<file path="src/rtl/mm1_mem_req_pkg.sv">
// Shared constants for the MM1 memory-request issuer:
// access-size codes and FSM state codes.
package mm1_mem_req_pkg;

  localparam logic [1:0] SZ_BYTE = 2'b00;
  localparam logic [1:0] SZ_HALF = 2'b01;
  localparam logic [1:0] SZ_WORD = 2'b10;

  localparam logic [1:0] MM1_IDLE = 2'd0;
  localparam logic [1:0] MM1_REQ  = 2'd1;
  localparam logic [1:0] MM1_DONE = 2'd2;

endpackage

</file>
<file path="src/rtl/mm1_mem_req_store_align.sv">
// Store lane steering: byte enables and replicated
// write data from access size and low address bits.
module mm1_store_align
  import mm1_mem_req_pkg::*;
(
  input  logic [1:0]  size_i,
  input  logic [1:0]  addr_lo_i,
  input  logic [31:0] wdata_i,
  output logic [3:0]  wstrb_o,
  output logic [31:0] wdata_o
);

  // Select lanes and replicate data across the bus
  always_comb begin
    wstrb_o = 4'b0000;
    wdata_o = wdata_i;
    case (size_i)
      SZ_BYTE: begin
        wstrb_o = 4'b0001 << addr_lo_i;
        wdata_o = {4{wdata_i[7:0]}};
      end
      SZ_HALF: begin
        wstrb_o = addr_lo_i[1] ? 4'b1100 : 4'b0011;
        wdata_o = {2{wdata_i[15:0]}};
      end
      SZ_WORD: wstrb_o = 4'b1111;
      default: ;
    endcase
  end

endmodule

</file>
<file path="src/rtl/mm1_mem_req.sv">
// MM1 data-memory request issuer: request FSM, stall and
// outstanding/cancel tracking. Option: MM1_ALE_CHECK_EN.
module mm1_mem_req
  import mm1_mem_req_pkg::*;
#(
  parameter int MAX_OUTST = 2,
  parameter int CNT_W     = 2
) (
  input  logic        clk,
  input  logic        rst_n,
  input  logic        flush,
  input  logic        mm1_valid,
  input  logic        mm1_mm_re,
  input  logic        mm1_mm_we,
  input  logic [1:0]  mm1_mm_access_sz,
  input  logic [31:0] mm1_mm_addr,
  input  logic [31:0] mm1_mm_wdata,
  input  logic        mm2_allowin,
  input  logic        data_addr_ok,
  input  logic        data_data_ok,
  output logic        data_req,
  output logic        data_wr,
  output logic [1:0]  data_size,
  output logic [31:0] data_addr,
  output logic [3:0]  data_wstrb,
  output logic [31:0] data_wdata,
  output logic        mm1_stall,
  output logic        mm1_to_mm2_valid,
  output logic        mm1_req_issued,
  output logic        mm1_ale,
  output logic        data_ok_discard
);

  localparam logic [CNT_W-1:0] MAX_C = CNT_W'(MAX_OUTST);
  localparam logic [CNT_W-1:0] ONE_C = CNT_W'(1);

  logic [1:0]       state_q, state_d;
  logic [CNT_W-1:0] outst_q, outst_d;
  logic [CNT_W-1:0] cancel_q, cancel_d;
  logic             cpend_q, cpend_d;
  logic             cancel_inc;

  logic ale, mem, can_issue;
  logic in_idle, in_req, in_done;
  logic acc, cxl, acc_own, ready_go;
  logic [3:0] al_wstrb;

`ifdef MM1_ALE_CHECK_EN
  assign ale = mm1_valid & (mm1_mm_re | mm1_mm_we) &
    (((mm1_mm_access_sz == SZ_HALF) & mm1_mm_addr[0]) |
     ((mm1_mm_access_sz == SZ_WORD) &
      (mm1_mm_addr[1:0] != 2'b00)));
`else
  assign ale = 1'b0;
`endif

  assign mem       = mm1_valid & (mm1_mm_re | mm1_mm_we) & ~ale;
  assign can_issue = outst_q < MAX_C;
  assign in_idle   = state_q == MM1_IDLE;
  assign in_req    = state_q == MM1_REQ;
  assign in_done   = state_q == MM1_DONE;

  // An acceptance in REQ after a flush belongs to a killed
  // instruction and must not release the one now in MM1.
  assign data_req = in_req |
    (in_idle & mem & can_issue & ~flush);
  assign acc      = data_req & data_addr_ok;
  assign cxl      = acc & in_req & (cpend_q | flush);
  assign acc_own  = acc & ~cxl;
  assign ready_go = ~mem | acc_own | in_done;

  assign mm1_stall        = mm1_valid & ~ready_go;
  assign mm1_to_mm2_valid = mm1_valid & ready_go & ~flush;
  assign mm1_req_issued   = mm1_to_mm2_valid &
    (acc_own | in_done);
  assign mm1_ale          = ale;
  assign data_ok_discard  = data_data_ok & (cancel_q != '0);

  assign data_wr    = mm1_mm_we;
  assign data_size  = mm1_mm_access_sz;
  assign data_addr  = mm1_mm_addr;
  assign data_wstrb = mm1_mm_we ? al_wstrb : 4'b0000;

  mm1_store_align u_align (
    .size_i    (mm1_mm_access_sz),
    .addr_lo_i (mm1_mm_addr[1:0]),
    .wdata_i   (mm1_mm_wdata),
    .wstrb_o   (al_wstrb),
    .wdata_o   (data_wdata)
  );

  // Request FSM next state and cancel bookkeeping
  always_comb begin
    state_d    = state_q;
    cpend_d    = cpend_q;
    cancel_inc = 1'b0;
    unique case (state_q)
      MM1_IDLE: begin
        cpend_d = 1'b0;
        if (acc)
          state_d = mm2_allowin ? MM1_IDLE : MM1_DONE;
        else if (data_req)
          state_d = MM1_REQ;
      end
      MM1_REQ: begin
        if (acc) begin
          cpend_d = 1'b0;
          if (cxl) begin
            cancel_inc = 1'b1;
            state_d    = MM1_IDLE;
          end else begin
            state_d = mm2_allowin ? MM1_IDLE : MM1_DONE;
          end
        end else if (flush) begin
          cpend_d = 1'b1;
        end
      end
      MM1_DONE: begin
        cpend_d = 1'b0;
        if (flush) begin
          cancel_inc = 1'b1;
          state_d    = MM1_IDLE;
        end else if (mm2_allowin) begin
          state_d = MM1_IDLE;
        end
      end
      default: begin
        state_d = MM1_IDLE;
        cpend_d = 1'b0;
      end
    endcase
  end

  // Outstanding and cancelled request counters
  always_comb begin
    outst_d  = outst_q;
    cancel_d = cancel_q;
    case ({acc, data_data_ok})
      2'b10:   outst_d = outst_q + ONE_C;
      2'b01:   outst_d = outst_q - ONE_C;
      default: ;
    endcase
    case ({cancel_inc, data_ok_discard})
      2'b10:   cancel_d = cancel_q + ONE_C;
      2'b01:   cancel_d = cancel_q - ONE_C;
      default: ;
    endcase
  end

  // State registers, cleared asynchronously
  always_ff @(posedge clk or negedge rst_n) begin
    if (!rst_n) begin
      state_q  <= MM1_IDLE;
      cpend_q  <= 1'b0;
      outst_q  <= '0;
      cancel_q <= '0;
    end else begin
      state_q  <= state_d;
      cpend_q  <= cpend_d;
      outst_q  <= outst_d;
      cancel_q <= cancel_d;
    end
  end

endmodule

</file>
<file path="config.mk">
export PLATFORM = sky130hd
export DESIGN_NAME = mm1_mem_req
export DESIGN_NICKNAME = d
export VERILOG_FILES = /design/src/rtl/mm1_mem_req_pkg.sv /design/src/rtl/mm1_mem_req_store_align.sv /design/src/rtl/mm1_mem_req.sv
export SDC_FILE = /design/constraint.sdc
export NUM_CORES = 1
export LEC_CHECK = 0
export CAP_MARGIN = 0
export CORE_UTILIZATION = 25
export CTS_BUF_LIST = sky130_fd_sc_hd__clkbuf_4 sky130_fd_sc_hd__clkbuf_8 sky130_fd_sc_hd__clkbuf_16
export CTS_CLUSTER_DIAMETER = 100
export DETAILED_ROUTE_END_ITERATION = 10
export PLACE_DENSITY = 0.78
export SLEW_MARGIN = 20
export SYNTH_ARGS = -nofsm -noshare
export SYNTH_HDL_FRONTEND = slang
export SYNTH_HIERARCHICAL = 1
export SYNTH_SLANG_ARGS = --single-unit
export TNS_END_PERCENT = 10
</file>
<file path="constraint.sdc">
create_clock -name clk -period 1.9 [get_ports clk]
set_clock_uncertainty 0.2 [all_clocks]
set_input_delay 0.19 -clock clk [delete_from_list [all_inputs] [get_ports clk]]
set_output_delay 0.19 -clock clk [all_outputs]
set_load 0.05 [all_outputs]
</file>
Word level (Yosys, flattened, before mapping)
Index checks and enable logic that the tools add are counted.
{"block": "op_classes", "shifts": 1, "n_eq_ne": 12, "magnitude_cmp": 1, "mux": 21, "reduce_logical": 6, "bitwise_logic": 23, "addsub": 4}
{"cell": "$pmux W32 S2", "n": 1}
{"cell": "$mux W2", "n": 7}
{"cell": "$and A1 B1 Y1", "n": 13}
{"cell": "$pmux W4 S3", "n": 1}
{"cell": "$eq A2 B1 Y1 const B", "n": 4}
{"cell": "$eq A2 B2 Y1 const B", "n": 4}
{"cell": "$mux W4", "n": 2}
{"cell": "$pmux W2 S2", "n": 2}
{"cell": "$mux W1", "n": 6}
{"cell": "$ne A3 B2 Y1 const B", "n": 2}
{"cell": "$or A1 B1 Y1", "n": 6}
{"cell": "$pmux W2 S3", "n": 1}
{"cell": "$reduce_bool A2 Y1", "n": 3}
{"cell": "$add A2 B1 Y2 const B", "n": 2}
{"cell": "$logic_not A2 Y1", "n": 2}
{"cell": "$not A1 Y1", "n": 4}
{"cell": "$shl A1 B2 Y4 const A", "n": 1}
{"cell": "$sub A2 B1 Y2 const B", "n": 2}
{"cell": "$ne A3 B3 Y1 const B", "n": 1}
{"cell": "$reduce_and A3 Y1", "n": 1}
{"cell": "$lt A2 B2 Y1 const B", "n": 1}
{"cell": "$ne A2 B1 Y1 const B", "n": 1}
{"cell": "$pmux W1 S2", "n": 1}
{"block": "totals", "reg_bits": 7, "elab_cells": 72, "in_bits": 75, "output_inout_bits": 77}

Depth between registers and ports, before layout
Gate-level depths: netlist of the first run.
{"block": "depth", "word_depth": 16, "depth_mapped": 10, "depth_no_buf": 10}

Modules after synthesis
Netlist of the first run, hierarchy kept.
{"mod": "mm1_mem_req", "area_per_inst_um2": 790.8, "seq_area_each_um2": 175.2, "instances": 1, "cells_per_inst": 93}
{"mod": "mm1_store_align", "area_per_inst_um2": 505.5, "seq_area_each_um2": 0.0, "instances": 1, "cells_per_inst": 64}

Worst setup path before layout of the first run
No wires, ideal clock.
{"block": "synth_path", "path_kind": "reg-to-output", "start": "register state_q[0]", "end": "output mm1_to_mm2_valid", "path_buffers": 0, "arrival_time_ps": 2032, "setup_slack_ps": -522, "stages_incl_launch_ff": 7, "required_time_ps": 1510, "path_cell_list": "dfrtp_1 > inv_1 > ha_1 > and4bb_4 > nand2_1 > o31a_1 > a21oi_1"}
{"block": "synth_via", "elab_chain_len": 14, "word_cells_on_any_way": 16, "cone_classes": "2 x eq/ne; 13 x bitwise; 1 x reduce/logical"}
{"element": "start: declaration", "line": "mm1_mem_req.sv:37", "text": "logic [1:0] state_q, state_d;"}
{"element": "start signal: assignment", "line": "mm1_mem_req.sv:158", "text": "state_q <= state_d;"}
{"element": "$logic_not A2 Y1", "line": "mm1_mem_req.sv:59", "text": "assign in_idle = state_q == MM1_IDLE;"}
{"element": "$and A1 B1 Y1 (3 in series)", "line": "mm1_mem_req.sv:66", "text": "(in_idle & mem & can_issue & ~flush);"}
{"element": "$or A1 B1 Y1", "line": "mm1_mem_req.sv:65", "text": "assign data_req = in_req |"}
{"element": "$and A1 B1 Y1", "line": "mm1_mem_req.sv:67", "text": "assign acc = data_req & data_addr_ok;"}
{"element": "$and A1 B1 Y1 (2 in series)", "line": "mm1_mem_req.sv:68", "text": "assign cxl = acc & in_req & (cpend_q | flush);"}
{"element": "$not A1 Y1", "line": "mm1_mem_req.sv:69", "text": "assign acc_own = acc & ~cxl;"}
{"element": "$and A1 B1 Y1", "line": "mm1_mem_req.sv:69"}
{"element": "$or A1 B1 Y1", "line": "mm1_mem_req.sv:70", "text": "assign ready_go = ~mem | acc_own | in_done;"}
{"element": "$or A1 B1 Y1 (*)", "line": "mm1_mem_req.sv:70"}
{"element": "$and A1 B1 Y1 (*) (2 in series)", "line": "mm1_mem_req.sv:73", "text": "assign mm1_to_mm2_valid = mm1_valid & ready_go & ~flush;"}
{"element": "end: declaration", "line": "mm1_mem_req.sv:28", "text": "output logic mm1_to_mm2_valid,"}
Mark *: on every way between the ends. The rest lies on a longest branch, timed or not.

Worst setup path after layout of the first run
{"block": "layout_path", "start": "register state_q[0]", "end": "output mm1_stall"}
{"block": "layout_via", "elab_chain_len": 14, "word_cells_on_any_way": 16, "cone_classes": "2 x eq/ne; 13 x bitwise; 1 x reduce/logical"}
{"element": "$logic_not A2 Y1", "line": "mm1_mem_req.sv:59"}
{"element": "$and A1 B1 Y1 (3 in series)", "line": "mm1_mem_req.sv:66"}
{"element": "$or A1 B1 Y1", "line": "mm1_mem_req.sv:65"}
{"element": "$and A1 B1 Y1", "line": "mm1_mem_req.sv:67"}
{"element": "$and A1 B1 Y1 (2 in series)", "line": "mm1_mem_req.sv:68"}
{"element": "$not A1 Y1", "line": "mm1_mem_req.sv:69"}
{"element": "$and A1 B1 Y1", "line": "mm1_mem_req.sv:69"}
{"element": "$or A1 B1 Y1", "line": "mm1_mem_req.sv:70"}
{"element": "$or A1 B1 Y1 (*)", "line": "mm1_mem_req.sv:70"}
{"element": "$not A1 Y1 (*)", "line": "mm1_mem_req.sv:72", "text": "assign mm1_stall = mm1_valid & ~ready_go;"}
{"element": "$and A1 B1 Y1 (*)", "line": "mm1_mem_req.sv:72"}
{"element": "end: declaration", "line": "mm1_mem_req.sv:27", "text": "output logic mm1_stall,"}
Marks and branches as above.

==> reports/qor.csv, run 1 <==
metric,value,unit
avgViaCountPerCell,4.351,
synthArstFlopShare,100.0,%
post-place-ws,-0.2519,ns
drtIter0Drc,22,
crit_type,reg -> out,
routed_wirelength,4023,um
layout-drive-gt1-share,48.09,%
avgSynthCellArea,8.256,sq um
setup_slack,-0.2628,ns
dp_hpwl,3372,um
ant_nets,0,
first_pass_iters,3,
synth_fp_nets,237,
cp-end-kind,output port,
synthTopCellsByCount,"buf_4 (45), mux2_2 (16), nand2_1 (13)",
grt_max_degree,15,
synth-seq-cells,7,
final_nets,316,
synth_xor_area_share,4.054,%
start_util,26.74,%
dpl_cell_area,2365,sq um
violations,negative setup slack,
synthMuxAreaShare,22.49,%
cp-start-kind,flip-flop,
io_buffers,90,
route.detailed.drc,0,
stdcell_count,302,
synth.area.top_cells,"buf_4 (26%), mux2_2 (14%), dfrtp_1 (14%)",
yosysTopAreaCell,buf_4,
power_leakage,1.096,nW
synthSimpleGateAreaFrac,12.26,%
worstHoldPathType,in -> async,
final_hold_viol_count,0,
setup-tns-final,-1.400,ns
grt_pass1_wl,5968,um
arrival,1.77,ns
vdd_drop_max,0.2785,mV
ios,152,
synth_seq_area_share,13.51,%
n_antenna_cell,0,
cts.sinks,7,
status,"complete, but fails checks",
core_area,4848,sq um
cp.required,1.51,ns
synth_ff_type,dfrtp_1,
synth_compound_area_share,12.26,%
grt_pass1_vias,1343,
numCtsBuffers,3,
fin_crit_sh,113.8,%
place.gp.congestion,0.7601,
routedWlPerCell,13.32,um
setup_viol,8,
insertion_delay,0.23,ns
die_width,74.01,um
synth_area,1296,sq um
drv_cap,0,
n_fill_cell,437,
die_area,5477,sq um
fin_crit,2.163,ns
cts_tree,built,
finalMaxSlewViolations,0,
synth_edf_count,0,
yosysWarnings,6,
synth_fa_ha_area_share,4.826,%
clk_pin_slew_worst_paths,0.04,ns
synth_top_family_by_area,buffers and inverters,
track_usage,14.35,%
die_h,74.01,um
rsz0062_at_grt,true,
design_area,2506,sq um
cp_max_fo,3,
synth_cells,157,
power_density,818.3,nW/um^2
fmax,0.4624,GHz
htree_levels,1,
synthToLayoutAreaGrowth,93.34,%
clockBufferDepth,2,
rows,25,
vias,1314,
yosysUniqueCellTypes,31,
synth_top_cell_area_share,26.06,%
antenna_found_initial,0,
synth_most_common_cell,buf_4,
dp.cells,293,
cts_root_buf,clkbuf_8,
grt_overflow,0,
where the power goes:
part | total [W] | switching [W] | internal [W] | leakage (nW)
Sequential | 0.000278 | 0.0000568 | 0.000221 | 0.0868
Combinational | 0.00157 | 0.000778 | 0.000790 | 0.984
Clock | 0.000205 | 0.0000630 | 0.000142 | 0.0255
state kept, by name (all words and copies together) (netlist names):
name	flops
cancel_q	2
cpend_q	1
outst_q	2
state_q	2
per-stage QoR:
| step | power (W) | utilization [%] | hold slack, ns |
|---|---|---|---|
| floorplan | 0.001240 | - | -0.3056 |
| global placement | 0.001646 | 48.77 | 0.1803 |
| detailed placement | 0.001685 | 48.77 | 0.1803 |
| CTS | 0.001947 | 50.53 | 0.01987 |
| global route | 0.002190 | 51.69 | 0.02360 |
| finish | 0.002051 | 51.69 | 0.01375 |
path summary, 6_finish.rpt:
| check | from | endpoint | slack (ns) | depth (start not counted) |
|---|---|---|---|---|
| setup / recovery | state_q[0] | mm1_stall | -0.26 | 7 |
| hold / removal | rst_n | state_q[0] | 0.01 | 1 |
| setup reg to reg | state_q[0] | outst_q[1] | -0.21 | 11 |
| hold reg to reg | cancel_q[1] | cancel_q[1] | 0.28 | 1 |
| max in group asynchronous | rst_n | cancel_q[1] | 1.26 | 1 |
| min in group clk | mm1_mm_addr[11] | data_addr[11] | 0.18 | 0 |
kinds of logic (layout without fill, tap and decap cells):
kind of cell    after synthesis  after routing
mux                          27             27
xor+xnor                      6              6
simple gates                 31             31
flops                         7              7
other cells                   1              1
fa+ha+maj                     5              5
compound gates               26             26
buf+inv                      54            132
worst max-delay path, cell delays in order (launching register included):
cell and delay [ns]:
dfrtp_1 0.39, inv_2 0.09, ha_4 0.14, and4bb_4 0.24
nand2_1 0.05, o31a_1 0.29, and3_1 0.20, buf_6 0.15
layout by cell type, fill, tap and decap left out, types with 2 or more instances in the layout:
cell type,n
inv_2,2
mux2_2,16
dlygate4sd2_1,2
dfrtp_1,7
clkdlybuf4s50_1,42
and2_1,4
mux2i_1,10
nand3_1,2
a21oi_1,6
nand2b_1,2
xnor2_1,4
buf_4,49
o21ai_0,11
xor2_1,2
inv_1,2
nor2_1,5
ha_4,4
nand2_1,12
buf_12,28
clkbuf_8,3
buf_6,2
layer usage:
layer,wire length (um),vias up,GRT usage (%)
met3,230,16,3.252
met2,2262,51,28.59
met4,114,0,6.197
li1,-,643,-
met5,0,-,0
met1,1416,604,13.91
area by class of cell:
cell class | count | area [sq um] | share of cell area (%)
Timing Repair Buffer | 123 | 1389 | 55.42
Multi-Input combinational cell | 96 | 789.5 | 31.50
Sequential cell | 7 | 175.2 | 6.990
Tap cell | 67 | 83.83 | 3.345
Clock buffer | 3 | 41.29 | 1.648
Inverter | 5 | 22.52 | 0.8987
Clock inverter | 1 | 5.005 | 0.1997
repair_timing:
action	CTS	global route
setup buffers	3	2
endpoints found under the setup margin	35	10
pin swaps	7	6
hold buffers	0	0
resized for setup	7	8
(Power assumes the default switching activity.)
==> run 2: changes to the inputs <==
--- a/config.mk
+++ b/config.mk
@@ -5,11 +5,12 @@
 export SDC_FILE = /design/constraint.sdc
 export NUM_CORES = 1
 export LEC_CHECK = 0
-export CAP_MARGIN = 0
+export CAP_MARGIN = 10
 export CORE_UTILIZATION = 25
 export CTS_BUF_LIST = sky130_fd_sc_hd__clkbuf_4 sky130_fd_sc_hd__clkbuf_8 sky130_fd_sc_hd__clkbuf_16
 export CTS_CLUSTER_DIAMETER = 100
 export DETAILED_ROUTE_END_ITERATION = 10
+export GPL_TIMING_DRIVEN = 0
 export PLACE_DENSITY = 0.78
 export SLEW_MARGIN = 20
 export SYNTH_ARGS = -nofsm -noshare
==> run 2 against run 1 <==
Against the previous run:
- the flow still finishes with violations (negative setup slack)
- global-route usage is 1.2 points higher
- clock-buffer cell count increased by 1
- routed wire length increased by 7.6%
- critical path type unchanged
- critical endpoint unchanged
- largest power group unchanged
- highest routed layer unchanged
==> reports/qor.csv, run 2 (synthesis gave the netlist of run 1 again) <==
metric,value,unit,change
cp-end-kind,output port,,
routedWlPerCell,12.37,um,-7.2%
rsz0062_at_grt,true,,
arrival,1.83,ns,+0.06 ns
crit_type,reg -> out,,
clockBufferDepth,2,,unchanged
seq_power_share,14.3,%,+0.7 points
stdcell_count,350,,+16%
vias,1491,,+13%
cts_tree,built,,
p_int,0.0009919,W,-14%
io_buffers,119,,+32%
track_usage,15.50,%,+1.2 points
start_util,26.74,%,unchanged
violations,negative setup slack,,
numCtsBuffers,3,,unchanged
dp_hpwl,3773,um,+12%
p_comb_share,74.3,%,-2.2 points
ant_nets,0,,unchanged
swShare,48.96,%,+5.2 points
drtIter0Drc,25,,+14%
core_area,4848,sq um,unchanged
rows,25,,unchanged
cts_root_buf,clkbuf_8,,
post-place-ws,-0.8532,ns,-0.6013 ns
vdd_drop_max,0.3342,mV,+20%
setup-tns-final,-1.938,ns,-0.5376 ns
design_area,2614,sq um,+4.3%
place.gp.congestion,0.8239,,+8.4%
grt_pass1_vias,1411,,+5.1%
grt_overflow,0,,unchanged
grt_max_degree,11,,-4
clock_power_share,11.5,%,+1.5 points
route.detailed.drc,0,,unchanged
worstHoldPathType,in -> async,,
mostFrequentLayoutCell,clkdlybuf4s50_1,,
power_leakage,1.191,nW,+8.7%
cp_max_fo,4,,+1
final_nets,364,,+15%
fmax,0.4505,GHz,-2.6%
layout_common_cells,"clkdlybuf4s50_1 (73), buf_4 (63), dlygate4sd2_1 (19), mux2_2 (16), o21ai_0 (12)",,
fin_crit,2.220,ns,+0.05718 ns
finalMaxSlewViolations,0,,unchanged
power_density,743.5,nW/um^2,-9.1%
setup_slack,-0.3200,ns,-0.05718 ns
routed_wirelength,4329,um,+7.6%
grt_pass1_wl,6520,um,+9.2%
p_sw,0.0009514,W,+6.0%
setup_viol,17,,+9
first_pass_iters,4,,+1
dpl_cell_area,2584,sq um,+9.3%
fin_crit_sh,116.8,%,+3.0 points
synthToLayoutAreaGrowth,101.6,%,
clk_pin_slew_worst_paths,0.04,ns,about the same
relSlewSlack,64.96,%,
cts_hold_buf,0,,unchanged
slowest_stage,dfrtp_1,,
ios,152,,unchanged
worst_pin_slew,0.5240,ns,
die_h,74.01,um,unchanged
avgViaCountPerCell,4.260,,-2.1%
status,"complete, but fails checks",,
slowest_delay,0.41,ns,+0.02 ns
antenna_found_initial,0,,unchanged
dp.cells,343,,+17%
htree_levels,1,,unchanged
final_hold_viol_count,0,,unchanged
layout-drive-gt1-share,39.58,%,-8.5 points
n_antenna_cell,0,,unchanged
cp.required,1.51,ns,about the same
drv_cap,0,,unchanged
path_cells,inv_2 -> ha_4 -> and4bb_4 -> nand2_2 -> o31a_1 -> and3_4 -> buf_8,,
cts.sinks,7,,unchanged
reg_top3,"cancel_q x2, outst_q x2, state_q x2",,
die_width,74.01,um,unchanged
insertion_delay,0.23,ns,about the same
n_fill_cell,471,,+7.8%
die_area,5477,sq um,unchanged
cp-start-kind,flip-flop,,
==> run 2: power by group through the flow <==
| stage | sequential (W) | clock (W) | combinational, W |
|---|---|---|---|
| floorplan | 0.000266 | 0 | 0.000975 |
| CTS | 0.000278 | 0.000229 | 0.00142 |
| finish | 0.000277 | 0.000223 | 0.00144 |
| global placement | 0.000273 | 0 | 0.00137 |
| detailed placement | 0.000280 | 0 | 0.00140 |
| global route | 0.000288 | 0.000236 | 0.00154 |
==> run 2: repair_timing <==
| action | CTS | global route |
|---|---|---|
| setup endpoints to repair | 50 | 34 |
| resized for setup | 93 | 24 |
| setup buffers | 2 | 1 |
| pin swaps | 6 | 2 |
| gates cloned | 0 | 0 |
| endpoints found under the hold margin | 0 | 0 |
==> run 2: worst paths after layout <==
check	start	end	slack, ns	depth (start not counted)
min in group clk	cancel_q[1]	cancel_q[1]	0.27	1
setup / recovery	state_q[0]	mm1_stall	-0.32	7
max in group asynchronous	rst_n	outst_q[1]	1.23	1
hold reg to reg	cancel_q[1]	cancel_q[1]	0.27	1
hold / removal	rst_n	cpend_q	0.03	1
setup reg to reg	state_q[1]	cancel_q[1]	-0.21	8
==> run 2: layer usage <==
layer / vias up / part of all wire (%) / GRT usage (%)
li1: 740 / - / -
met1: 656 / 38 / 16.60
met2: 88 / 52 / 29.90
met3: 7 / 8.5 / 3.252
met4: 0 / 1.4 / 5.128
met5: - / 0 / 0
==> run 2: critical path, delay by kind of cell, from the launching register on <==
kind	cells	cell delay, ns
AO/OA/AOI/OAI	1	0.29
adder cells (fa/ha/maj)	1	0.14
buffers and inverters	2	0.23
flip-flops	1	0.41
AND/OR/NAND/NOR	3	0.52
==> run 2: cell type report <==
| type | instances | area [sq um] | area share [%] |
|---|---|---|---|
| sequential | 7 | 175.2 | 6.702 |
| buffer | 49 | 386.6 | 14.79 |
| clock buffer | 4 | 48.80 | 1.867 |
| multi-input combinational | 96 | 769.5 | 29.44 |
| timing repair buffer | 122 | 1127 | 43.13 |
| tap | 67 | 83.83 | 3.207 |
| inverter | 5 | 22.52 | 0.8617 |
==> run 2: metrics by stage <==
step	power (W)	util [%]	hold WS [ns]
2_1_floorplan	0.001240	-	-0.3056
3_3_place_gp	0.001646	53.29	0.2551
3_5_place_dp	0.001677	53.29	0.2583
4_1_cts	0.001930	54.12	0.03492
5_1_grt	0.002065	53.91	0.04718
6_report	0.001943	53.91	0.02648
==> run 3: changes to the inputs <==
--- a/config.mk
+++ b/config.mk
@@ -11,7 +11,9 @@
 export CTS_CLUSTER_DIAMETER = 100
 export DETAILED_ROUTE_END_ITERATION = 10
 export GPL_TIMING_DRIVEN = 0
+export HOLD_SLACK_MARGIN = 0.1
 export PLACE_DENSITY = 0.78
+export SKIP_CTS_REPAIR_TIMING = 1
 export SLEW_MARGIN = 20
 export SYNTH_ARGS = -nofsm -noshare
 export SYNTH_HDL_FRONTEND = slang
==> run 3 against run 2 <==
Against the previous run:
- the flow still finishes with violations (negative setup slack)
- cell area rose by 4.3%
- clock power barely moved
- core utilization rose by 2.3 points
- sequential share of layout area fell by 0.27 points
- critical path depth did not move
- critical endpoint is now mm1_to_mm2_valid
==> reports/qor.csv, run 3 (synthesis gave the netlist of run 1 again) <==
metric,value,unit,change
status,"complete, but fails checks",,
violations,negative setup slack,,
drtIter0Drc,50,,+100%
finalMaxSlewViolations,0,,unchanged
r2r_end,cancel_q[1],,
cp-start-kind,flip-flop,,
final_hold_viol_count,0,,unchanged
busiest_layer,met2,,
core_area,4848,sq um,unchanged
stdcell_count,352,,+0.57%
die_width,74.01,um,unchanged
hold_path_end,cancel_q[1],,
p_comb_share,75.0,%,+0.7 points
worst_pin_slew,0.5561,ns,+0.03206 ns
clock_power_share,11.1,%,-0.4 points
insertion_delay,0.23,ns,about the same
antenna_found_initial,0,,unchanged
rr_startpoint,state_q[1],,
met3_usage,3.523,%,+0.27 points
vdd_drop_max,0.3468,mV,+3.8%
start_util,26.74,%,unchanged
reg2reg_slack,-0.20,ns,about the same
min_path_cells,1,,
cp_max_fo,3,,-1
p_int,0.001033,W,+4.1%
vias,1520,,+1.9%
power,0.002001,W,+3.0%
clk_pin_slew_worst_paths,0.04,ns,about the same
track_usage,15.39,%,-0.11 points
first_pass_iters,4,,unchanged
route.detailed.drc,0,,unchanged
grt_overflow,0,,unchanged
fin_crit,2.256,ns,+0.03562 ns
layout-drive-gt1-share,37.54,%,-2.0 points
swShare,48.39,%,-0.56 points
grt_max_degree,11,,unchanged
dp_hpwl,3773,um,unchanged
drv_cap,0,,unchanged
setup_slack,-0.3556,ns,-0.03562 ns
fmax,0.4433,GHz,-1.6%
io_buffers,119,,unchanged
final_nets,366,,+0.55%
avgViaCountPerCell,4.318,,+1.4%
cts_root_buf,clkbuf_8,,
grt_pass1_wl,6465,um,-0.84%
power_density,734.2,nW/um^2,-1.3%
worstHoldPathType,reg -> reg,,
rows,25,,unchanged
die_area,5477,sq um,unchanged
arrival,1.87,ns,+0.04 ns
dp.cells,343,,unchanged
ios,152,,unchanged
htree_levels,1,,unchanged
ant_nets,0,,unchanged
utilization,56.21,%,+2.3 points
fin_crit_sh,118.7,%,+1.9 points
cts_tree,built,,
cp-end-kind,output port,,
synthToLayoutAreaGrowth,110.2,%,
n_antenna_cell,0,,unchanged
die_h,74.01,um,unchanged
reg_top3,"cancel_q x2, outst_q x2, state_q x2",,
place.gp.congestion,0.8239,,unchanged
clockBufferDepth,2,,unchanged
p_sw,0.0009682,W,+1.8%
cts.sinks,7,,unchanged
seq_power_share,13.8,%,-0.5 points
cp.required,1.51,ns,about the same
r2r_cells,8,,unchanged
routedWlPerCell,12.87,um,+4.0%
numCtsBuffers,3,,unchanged
crit_type,reg -> out,,
hp-start,cancel_q[1],,
routed_wirelength,4530,um,+4.6%
use_met1,16.60,%,unchanged
relSlewSlack,62.87,%,-2.1 points
setup_viol,7,,-10
mostFrequentLayoutCell,clkdlybuf4s50_1,,
grt_pass1_vias,1406,,-0.35%
rsz0062_at_grt,true,,
layout_common_cells,"clkdlybuf4s50_1 (74), buf_4 (60), dlymetal6s2s_1 (25), mux2_2 (16), o21ai_0 (12)",,
met2_usage,29.19,%,-0.71 points
n_fill_cell,453,,-3.8%
setup-tns-final,-1.534,ns,+0.4034 ns
power_leakage,1.405,nW,+18%
## run 3: changes by cell type in the layout (fill, tap and decap cells not counted)
cell,previous run,this run
or2_4,0,1
clkdlybuf4s15_2,2,0
buf_8,2,1
or2_1,1,0
clkdlybuf4s50_1,73,74
clkbuf_4,1,2
buf_4,63,60
buf_2,0,2
clkbuf_2,7,4
dlygate4sd3_1,0,1
dlymetal6s2s_1,0,25
dlygate4sd2_1,19,0
## run 3: power by group through the flow
| stage | combinational [W] | sequential [W] | clock, W |
|---|---|---|---|
| after floorplan | 0.000975 | 0.000266 | 0 |
| after global placement | 0.00137 | 0.000273 | 0 |
| after detailed placement | 0.00140 | 0.000280 | 0 |
| after CTS | 0.00140 | 0.000279 | 0.000229 |
| after global routing | 0.00159 | 0.000287 | 0.000236 |
| final | 0.00150 | 0.000277 | 0.000223 |
## run 3: worst max path at each step
stage / start / end / slack [ns]
6_report: state_q[0] / mm1_to_mm2_valid / -0.36
5_1_grt: state_q[0] / mm1_to_mm2_valid / -0.43
4_1_cts: state_q[0] / mm1_to_mm2_valid / -1.03
3_5_place_dp: flush / mm1_to_mm2_valid / -0.85
3_3_place_gp: flush / mm1_to_mm2_valid / -0.85
2_1_floorplan: state_q[0] / outst_q[1] / -0.28
## run 3: through the flow
stage | worst slack, ns | hold slack [ns] | instance area [sq um]
floorplan | -0.2820 | -0.3056 | 1309
finish | -0.3556 | 0.2654 | 2725
detailed placement | -0.8532 | 0.2583 | 2584
CTS | -1.030 | 0.03492 | 2633
global route | -0.4253 | 0.2878 | 2725
global placement | -0.8530 | 0.2551 | 2584
## run 3: critical path: stages, from the launching register on
cell and delay [ns]:
dfrtp_1 0.41, inv_2 0.10, ha_4 0.14, and4bb_4 0.27
nand2_2 0.05, o31a_1 0.34, a21oi_2 0.15, buf_6 0.17
## run 3: layer usage
metal  vias up  share of wire [%]
met3        11                8.6
met1       668                 37
met4         0                2.0
met2        97                 52
li1        744                  -
met5         -                  0
## run 3: layout make-up
| cell class | count | area, sq um | share of cell area (%) |
|---|---|---|---|
| multi-input combinational | 96 | 772.0 | 28.33 |
| sequential | 7 | 175.2 | 6.428 |
| timing repair buffer | 124 | 1242 | 45.59 |
| clock buffer | 4 | 48.80 | 1.791 |
| inverter | 5 | 22.52 | 0.8264 |
| buffer | 49 | 380.4 | 13.96 |
| tap | 67 | 83.83 | 3.076 |
